===== src/rtl/rcc_eth_clk_sel_seq_if.sv =====
// MAC-side handshake between the ETH MAC configuration logic and the
// ETH kernel clock select sequencer.
interface rcc_eth_clk_sel_seq_if;
  logic mac_req;   // change request, level, held until mac_ack
  logic mac_fes;   // requested speed: 1 = 100M, 0 = 10M
  logic mac_epis;  // requested interface: 1 = RMII, 0 = MII
  logic mac_ack;   // one-cycle completion pulse
  logic busy;      // sequence in progress
  logic err;       // sticky settle timeout

  modport master (
    output mac_req, mac_fes, mac_epis,
    input  mac_ack, busy, err
  );

  modport slave (
    input  mac_req, mac_fes, mac_epis,
    output mac_ack, busy, err
  );
endinterface


===== src/rtl/rcc_eth_clk_sel_seq.sv =====
// ETH kernel clock select sequencer.
// On a speed/interface change the ETH kernel clocks are gated, the new
// select values are applied, the RX pad clock is watched until the
// glitch-free switch has produced enough toggles, then the clocks are
// ungated and the MAC is acknowledged. A settle timeout still completes
// the sequence but leaves a sticky error flag.
module rcc_eth_clk_sel_seq #(
  parameter int GATE_CYC  = 4,
  parameter int MIN_EDGES = 3,
  parameter int TIMEOUT   = 1024
) (
  input  logic                 clk_in,
  input  logic                 rst_n,
  rcc_eth_clk_sel_seq_if.slave mac,
  input  logic                 rx_clk_tog,
  output logic                 eth_rcc_fes,
  output logic                 eth_rcc_epis_2,
  output logic                 clk_gate_hold
);

  localparam int CYC_W  = (TIMEOUT > 1) ? $clog2(TIMEOUT) : 1;
  localparam int GATE_W = $clog2(GATE_CYC + 1);
  localparam int EDGE_W = $clog2(MIN_EDGES + 1);

  localparam logic [GATE_W-1:0] GATE_LAST = GATE_W'(GATE_CYC - 1);
  localparam logic [CYC_W-1:0]  CYC_LAST  = CYC_W'(TIMEOUT - 1);
  localparam logic [EDGE_W-1:0] EDGE_TGT  = EDGE_W'(MIN_EDGES);

  typedef enum logic [2:0] {
    IDLE     = 3'd0,
    GATE_OFF = 3'd1,
    SETTLE   = 3'd2,
    GATE_ON  = 3'd3,
    ACK      = 3'd4
  } state_t;

  state_t              state_q, state_d;
  logic [GATE_W-1:0]   gate_cnt_q, gate_cnt_d;
  logic [CYC_W-1:0]    cyc_cnt_q, cyc_cnt_d;
  logic [EDGE_W-1:0]   edge_cnt_q, edge_cnt_d;
  logic [EDGE_W-1:0]   edge_inc;

  logic                fes_cap_q, epis_cap_q;
  logic                fes_q, epis_q;
  logic                hold_q, busy_q, ack_q, err_q;
  logic                rx_tog_p0;

  logic                cap_load, sel_load, err_set, err_clr;
  logic                edge_seen, req_same, settled;

  // Gating is active in every state between accepting a change and the ack.
  function automatic logic gating(input state_t s);
    return (s == GATE_OFF) || (s == SETTLE) || (s == GATE_ON);
  endfunction

  assign edge_seen = rx_clk_tog ^ rx_tog_p0;
  assign req_same  = (mac.mac_fes == fes_q) && (mac.mac_epis == epis_q);
  // Edge counter saturates at the target so it can never wrap.
  assign edge_inc  = (edge_seen && (edge_cnt_q != EDGE_TGT)) ? edge_cnt_q + 1'b1 : edge_cnt_q;
  assign settled   = (edge_inc == EDGE_TGT);

  // Previous RX toggle sample for edge detection, plus request capture.
  always_ff @(posedge clk_in) begin
    rx_tog_p0 <= rx_clk_tog;
    if (cap_load) begin
      fes_cap_q  <= mac.mac_fes;
      epis_cap_q <= mac.mac_epis;
    end
  end

  // Next-state, counter and strobe decode for the sequencer.
  always_comb begin
    state_d    = state_q;
    gate_cnt_d = gate_cnt_q;
    cyc_cnt_d  = cyc_cnt_q;
    edge_cnt_d = edge_cnt_q;
    cap_load   = 1'b0;
    sel_load   = 1'b0;
    err_set    = 1'b0;
    err_clr    = 1'b0;
    case (state_q)
      IDLE: begin
        gate_cnt_d = '0;
        cyc_cnt_d  = '0;
        edge_cnt_d = '0;
        if (mac.mac_req) begin
          err_clr = 1'b1;
          if (req_same) begin
            // Nothing to switch: acknowledge without touching the gates.
            state_d = ACK;
          end else begin
            cap_load = 1'b1;
            state_d  = GATE_OFF;
          end
        end
      end
      GATE_OFF: begin
        if (gate_cnt_q == GATE_LAST) begin
          // Clocks have been off long enough; switch selects under the gate.
          sel_load   = 1'b1;
          gate_cnt_d = '0;
          state_d    = SETTLE;
        end else begin
          gate_cnt_d = gate_cnt_q + 1'b1;
        end
      end
      SETTLE: begin
        edge_cnt_d = edge_inc;
        if (settled) begin
          // An edge on the final timeout cycle still counts as settled.
          state_d = GATE_ON;
        end else if (cyc_cnt_q == CYC_LAST) begin
          err_set = 1'b1;
          state_d = GATE_ON;
        end else begin
          cyc_cnt_d = cyc_cnt_q + 1'b1;
        end
      end
      GATE_ON: begin
        if (gate_cnt_q == GATE_LAST) begin
          gate_cnt_d = '0;
          state_d    = ACK;
        end else begin
          gate_cnt_d = gate_cnt_q + 1'b1;
        end
      end
      ACK: begin
        state_d = IDLE;
      end
      default: begin
        state_d = IDLE;
      end
    endcase
  end

  // State, counters and registered outputs; reset aborts any sequence.
  always_ff @(posedge clk_in) begin
    if (!rst_n) begin
      state_q    <= IDLE;
      gate_cnt_q <= '0;
      cyc_cnt_q  <= '0;
      edge_cnt_q <= '0;
      fes_q      <= 1'b0;
      epis_q     <= 1'b0;
      hold_q     <= 1'b0;
      busy_q     <= 1'b0;
      ack_q      <= 1'b0;
      err_q      <= 1'b0;
    end else begin
      state_q    <= state_d;
      gate_cnt_q <= gate_cnt_d;
      cyc_cnt_q  <= cyc_cnt_d;
      edge_cnt_q <= edge_cnt_d;
      // Outputs decoded from the next state so they leave the flops glitch-free.
      hold_q     <= gating(state_d);
      busy_q     <= gating(state_d);
      ack_q      <= (state_d == ACK);
      if (sel_load) begin
        fes_q  <= fes_cap_q;
        epis_q <= epis_cap_q;
      end
      if (err_clr) begin
        err_q <= 1'b0;
      end else if (err_set) begin
        err_q <= 1'b1;
      end
    end
  end

  assign eth_rcc_fes    = fes_q;
  assign eth_rcc_epis_2 = epis_q;
  assign clk_gate_hold  = hold_q;
  assign mac.busy       = busy_q;
  assign mac.mac_ack    = ack_q;
  assign mac.err        = err_q;

endmodule


===== src/flat_wrapper.sv =====
// flat-port wrapper written by rule: the top's interface ports become plain ports
module rcc_eth_clk_sel_seq_flat 
#(
  parameter int GATE_CYC  = 4,
  parameter int MIN_EDGES = 3,
  parameter int TIMEOUT   = 1024
)
  (clk_in, rst_n, rx_clk_tog, eth_rcc_fes, eth_rcc_epis_2, clk_gate_hold, mac_mac_req, mac_mac_fes, mac_mac_epis, mac_mac_ack, mac_busy, mac_err);
  rcc_eth_clk_sel_seq_if mac_i ();
  input  logic clk_in;
  input  logic rst_n;
  input  logic rx_clk_tog;
  output logic eth_rcc_fes;
  output logic eth_rcc_epis_2;
  output logic clk_gate_hold;
  input wire logic [$bits(mac_i.mac_req)-1:0] mac_mac_req;
  input wire logic [$bits(mac_i.mac_fes)-1:0] mac_mac_fes;
  input wire logic [$bits(mac_i.mac_epis)-1:0] mac_mac_epis;
  output wire logic [$bits(mac_i.mac_ack)-1:0] mac_mac_ack;
  output wire logic [$bits(mac_i.busy)-1:0] mac_busy;
  output wire logic [$bits(mac_i.err)-1:0] mac_err;
  assign mac_i.mac_req = mac_mac_req;
  assign mac_i.mac_fes = mac_mac_fes;
  assign mac_i.mac_epis = mac_mac_epis;
  assign mac_mac_ack = mac_i.mac_ack;
  assign mac_busy = mac_i.busy;
  assign mac_err = mac_i.err;
  rcc_eth_clk_sel_seq #(.GATE_CYC(GATE_CYC), .MIN_EDGES(MIN_EDGES), .TIMEOUT(TIMEOUT)) u_core (.clk_in(clk_in), .rst_n(rst_n), .mac(mac_i), .rx_clk_tog(rx_clk_tog), .eth_rcc_fes(eth_rcc_fes), .eth_rcc_epis_2(eth_rcc_epis_2), .clk_gate_hold(clk_gate_hold));
endmodule

===== config.mk =====
export PLATFORM = sky130hd
export DESIGN_NAME = rcc_eth_clk_sel_seq_flat
export DESIGN_NICKNAME = d
export VERILOG_FILES = /design/src/rtl/rcc_eth_clk_sel_seq_if.sv /design/src/rtl/rcc_eth_clk_sel_seq.sv /design/src/flat_wrapper.sv
export SDC_FILE = /design/constraint.sdc
export NUM_CORES = 1
export LEC_CHECK = 0
export ABC_AREA = 0
export BUFFER_PORTS_ARGS = -buffer_cell sky130_fd_sc_hd__clkbuf_2
export CAP_MARGIN = 10
export CORE_ASPECT_RATIO = 1.5
export CORE_UTILIZATION = 55
export CTS_BUF_LIST = sky130_fd_sc_hd__clkbuf_4
export DETAILED_ROUTE_END_ITERATION = 8
export PLACE_DENSITY = 0.86
export SYNTH_ARGS = -nofsm -noshare
export SYNTH_HDL_FRONTEND = slang
export SYNTH_SLANG_ARGS = --single-unit

===== constraint.sdc =====
create_clock -name clk_in -period 3.2 [get_ports clk_in]
set_input_delay 0 -clock clk_in [delete_from_list [all_inputs] [get_ports clk_in]]
set_output_delay 0 -clock clk_in [all_outputs]
set_load 0.02 [all_outputs]

-- Word level (Yosys, flattened, before mapping)
Index checks and enable logic that the tools add are counted.
- register bits after elaboration: 26
- bits in latches: 0
- bits in writable memories: 0
- bits in read-only memories: 0
- input bits: 6
- output and inout port bits: 6
- memories kept: 0
- $add $sub $neg: 3
- $mul: 0
- div/mod/pow operators: 0
- magnitude comparators: 0
- equal/unequal tests: 15
- shift-type cells: 0
- mux-type cells: 24
- bitwise operators: 2
- reductions and logical operators: 10
- operator list (cell ; number):
    $mux 3 ; 7
    $mux 10 ; 2
    $pmux 10 s2 ; 1
    $eq 3x2->1 const B ; 5
    $pmux 3 s4 ; 1
    $add 10x1->10 const B ; 1
    $eq 10x10->1 const B ; 1
    $mux 1 ; 10
    $eq 3x1->1 const B ; 2
    $ne 2x2->1 const B ; 3
    $pmux 3 s2 ; 1
    $pmux 2 s2 ; 1
    $reduce_bool 2->1 ; 2
    $reduce_or 2->1 ; 2
    $add 3x1->3 const B ; 1
    $eq 3x3->1 const B ; 1
    $logic_not 3->1 ; 1
    $reduce_and 3->1 ; 1
    $add 2x1->2 const B ; 1
    $eq 1x1->1 ; 2
    $eq 2x2->1 const B ; 1
    $logic_and 1x1->1 ; 2
    $logic_or 1x1->1 ; 2
    $mux 2 ; 1
    other kinds (2) ; 2

-- Logic depth before layout (Yosys ltp)
- word-level depth: 9
- mapped depth: 7

-- Worst setup path after synthesis
No wires, ideal clock.
- path kind: flip-flop to flip-flop
- start: register u_core.edge_cnt_q[0]
- end: register u_core.cyc_cnt_q[1]
- data arrival time: 1.674 ns
- setup slack: 1.411 ns
- cell stages (with the launch flop): 6
- buffers on the path: 0
- path through: dfxtp_1 -> ha_1 -> or4b_4 -> and3_1 -> and4_1 -> a31o_1
- word-level cells in the longest chain between the ends: 6
- elaborated cells between the ends (all ways): 7
- classes of those cells: 1 x add/sub; 3 x eq/ne; 1 x mux; 2 x reduce/logical
- RTL lines (element ; line ; text):
    start: declaration ; rcc_eth_clk_sel_seq.sv:40 ; logic [EDGE_W-1:0] edge_cnt_q, edge_cnt_d;
    start signal: assignment ; rcc_eth_clk_sel_seq.sv:153 ; edge_cnt_q <= edge_cnt_d;
    branches (longest 2 deep; another with $add 2x1->2) ; - ;
    $mux 2 (*) ; rcc_eth_clk_sel_seq.sv:59 ; assign edge_inc = (edge_seen && (edge_cnt_q != EDGE_TGT)) ? edge_cnt_q + 1'b1 : edge_cnt_q;
    $eq 2x2->1 (*) ; rcc_eth_clk_sel_seq.sv:60 ; assign settled = (edge_inc == EDGE_TGT);
    $ne 2x2->1 (no line) (*) ; - ;
    $reduce_and 3->1 (no line) (*) ; - ;
    end signal: assignment ; rcc_eth_clk_sel_seq.sv:152 ; cyc_cnt_q <= cyc_cnt_d;
    end: declaration ; rcc_eth_clk_sel_seq.sv:39 ; logic [CYC_W-1:0] cyc_cnt_q, cyc_cnt_d;
Mark *: on every way between the ends.
A chain may end at the register's enable or synchronous reset.

-- Worst setup path after layout
- start: register u_core.state_q[2]
- end: register u_core.cyc_cnt_q[7]
- word-level cells in the longest chain between the ends: 3
- elaborated cells between the ends (all ways): 7
- classes of those cells: 3 x eq/ne; 1 x mux; 3 x reduce/logical
- RTL lines (element ; line ; text):
    start: declaration ; rcc_eth_clk_sel_seq.sv:37 ; state_t state_q, state_d;
    start signal: assignment ; rcc_eth_clk_sel_seq.sv:150 ; state_q <= state_d;
    $eq 3x2->1 / $logic_not 3->1 (equally long branches) ; rcc_eth_clk_sel_seq.sv:81 ; case (state_q)
    $ne 2x2->1 (no line) / $reduce_bool 2->1 (equally long branches) ; - ;
    $reduce_and 3->1 (no line) ; - ;
Several ways; a longest one is shown, not always the timed one.

==> results.md <==
* Total GRT Usage at 0.258
* Crit path time final at 1.97 ns
* Max_slew headroom at 0.268
* Post-DRT Antenna Nets at 0
* Most frequent cells in the layout: dfxtp_1 (24), nor2_1 (14), a21oi_1 (12)
* DRT iter0 DRCs at 29
* Hold path endpoint: u_core.rx_tog_p0$_DFF_P_
* Routed via count at 1087
* Die area at 2520 um^2
* Multi-input logic area at 666 um^2
* Wirelength, routed at 2640 um
* CP endpoint kind: flop
* Post-synthesis cell type count at 47
* Initial Utilization at 0.578
* Post-synthesis async set-or-reset flop share at 0
* Clk root buf: clkbuf_4
* CTS tree: done
* Top FF cell, synth: dfxtp_1
* Worst hold start: rx_clk_tog
* CP required at 3.46 ns
* Clk sinks at 26
* Number of enable flip-flop cells after synthesis at 2
* Synthesized area at 1270 um^2
* Worst Setup Start Kind: flop
* Max-cap violations at 0
* Hold Path Depth at 2
* Pin count of the biggest net entering global routing at 16
* WL/cell at 15.6 um
* Mean Syn Cell Area at 9.73 um^2
* Syn-to-layout area delta at 10.4%
* Setup TNS Final at 0 ns
* Layout cells sized above 1 at 0.178
* Io pins at 12
* Critical path fanouts, max at 14
* DRC viols at 0
* Critical path arrival at 2.24 ns
* Register area share after synthesis at 0.424
* P_leak at 0.000540 uW
* Crit-path cells: nor2_4 -> nand4_1 -> nor2_1 -> or4b_1 -> a21oi_1
* First-pass GRT wire length at 4400 um
* DP Wirelength at 1870 um
* Yosys warning total at 0
* R2R depth at 5
* Flops & latches, synth at 26
* Clock Pin Slew Worst Setup and Hold Paths at 0.14 ns
* Worst path slowest cell: dfxtp_1
* RSZ-0062 raised after global routing: no
* Peak VDD IR at 0.270 mV
* Cell Area, Placed at 1310 um^2
* Number of diodes at 0
* Worst Tran Pin Value at 1.09 ns
* R2R Path End: u_core.cyc_cnt_q[7]$_SDFFE_PN0P_
* Fin nets at 156
* Status: completed
* Worst-Skew Late Latency at 0.33 ns
* Final Cell Area at 1410 um^2
* Post-cts resize count at 0
* Placer Congestion at 0.743
* Drt pass-1 iters at 4
* Hold slack at 0.334 ns
* Die width at 41.3 um
* Largest stage delay, worst path at 0.50 ns
* Final hold vios at 0
* Core footprint at 2210 um^2
* Tcrit/Tclk final at 0.617
* Clock Skews at 0.00507 ns
* Final Setup Violations at 0
* Hold WC Path Type: in2reg
* FILL cells at 183
* Most common cell after layout, fill and taps aside: dfxtp_1
* Vias in the first global route at 998
* WP buf/inv at 0
* CTS H-tree depth at 1
* Row cnt at 21
* TritonCTS Buffers at 3
* FF-to-FF Start: u_core.state_q[2]$_SDFF_PN0_
* Post-CTS Setup Inserts at 0
* Fmax at 0.506 GHz
* Gr ovfl total at 0
* Die height at 61.0 um
* Routed vias/inst at 6.43
* Cell count after synthesis at 131
* Post-synth net total at 140
* Port Buffers at 11
* Critical path type: reg2reg
* FF-to-FF setup slack at 1.23 ns
* Crit path max-delay family: simple AND/OR/NAND/NOR gates
* Initial antenna violation count at 0
* Power Dens Cells at 437 nW/um^2
* Maximum clock path buffer count at 2
* FF+latch area at 541 um^2
* Max Slew Vio Count at 0
* Critical path depth at 5
-- sequential cells by signal, summed over array words and instances, names as in the netlist --
| name | cells |
|---|---|
| u_core.clk_gate_hold | 1 |
| u_core.cyc_cnt_q | 10 |
| u_core.edge_cnt_q | 2 |
| u_core.epis_cap_q | 1 |
| u_core.eth_rcc_epis_2 | 1 |
| u_core.eth_rcc_fes | 1 |
| u_core.fes_cap_q | 1 |
| u_core.gate_cnt_q | 3 |
| u_core.mac.err | 1 |
| u_core.mac.mac_ack | 1 |
| u_core.rx_tog_p0 | 1 |
| u_core.state_q | 3 |
-- report_power, final --
part / leakage [uW] / switching [uW] / internal (uW)
sequential: 0.000213 / 6.81 / 335
combinational: 0.000299 / 29.4 / 18.3
clock: 0.0000279 / 98.6 / 127
total: 0.000540 / 135 / 480
-- cells by family after synthesis --
kind of cell / Yosys count / share of synthesized area
AO/OA/AOI/OAI: 37 / 0.218
XOR/XNOR: 4 / 0.0275
adder cells (fa/ha/maj): 3 / 0.0294
buffers and inverters: 9 / 0.0540
flip-flops: 26 / 0.424
multiplexers: 2 / 0.0157
AND/OR/NAND/NOR: 50 / 0.232
-- area by class of cell --
type / count / share of cell area
Clock buffer: 3 / 0.0160
Clock inverter: 1 / 0.0213
Timing Repair Buffer: 16 / 0.0747
Sequential cell: 26 / 0.384
Tap cell: 23 / 0.0204
Multi-Input combinational cell: 96 / 0.473
Inverter: 4 / 0.0107
-- stage by stage --
stage	utilization	setup WS, ns	instances	total power, uW
5_1_grt	0.638	1.10	169	639
3_3_place_gp	0.591	1.35	160	388
2_1_floorplan	-	1.41	131	383
4_1_cts	0.638	1.26	169	613
6_report	0.638	1.23	169	614
3_5_place_dp	0.591	1.28	160	390
-- synth_stat cells, types with 2 or more instances --
cell type / n / area [um^2]
dfxtp_1: 24 / 480
nor2_1: 14 / 52.6
a21oi_1: 12 / 60.1
nand2_1: 6 / 22.5
or3_1: 5 / 31.3
inv_1: 4 / 15.0
nand4_1: 4 / 25.0
nor3_1: 4 / 20.0
o21ai_1: 4 / 20.0
ha_1: 3 / 37.5
a31o_1: 2 / 17.5
and4_1: 2 / 17.5
buf_6: 2 / 22.5
edfxtp_1: 2 / 60.1
mux2i_1: 2 / 20.0
nand3_1: 2 / 10.0
nand3b_1: 2 / 15.0
o21a_1: 2 / 15.0
o21ai_0: 2 / 10.0
o31ai_1: 2 / 15.0
o41ai_1: 2 / 17.5
or4b_1: 2 / 20.0
xnor2_1: 2 / 17.5
xor2_1: 2 / 17.5
-- metal layers --
metal / vias to the layer above / global-route usage / wire (um)
li1: 521 / - / -
met1: 520 / 0.312 / 1010
met2: 41 / 0.442 / 1480
met3: 5 / 0.0256 / 111
met4: 0 / 0.111 / 40
met5: - / 0 / 0
-- how the worst max path moves through the flow --
| stage | end | from |
|---|---|---|
| CTS | u_core.cyc_cnt_q[6]$_SDFFE_PN0P_ | u_core.edge_cnt_q[0]$_SDFFE_PN0P_ |
| finish | u_core.cyc_cnt_q[7]$_SDFFE_PN0P_ | u_core.state_q[2]$_SDFF_PN0_ |
| detailed placement | u_core.cyc_cnt_q[6]$_SDFFE_PN0P_ | u_core.edge_cnt_q[0]$_SDFFE_PN0P_ |
| floorplan | u_core.cyc_cnt_q[1]$_SDFFE_PN0P_ | u_core.edge_cnt_q[0]$_SDFFE_PN0P_ |
| global route | u_core.cyc_cnt_q[7]$_SDFFE_PN0P_ | u_core.state_q[2]$_SDFF_PN0_ |
| global placement | u_core.cyc_cnt_q[8]$_SDFFE_PN0P_ | u_core.edge_cnt_q[0]$_SDFFE_PN0P_ |
-- timing repair --
action	in CTS	in global routing
endpoints found under the hold margin	6	0
hold buffers	5	0
setup endpoints to repair	0	0
(Power assumes the default switching activity.)
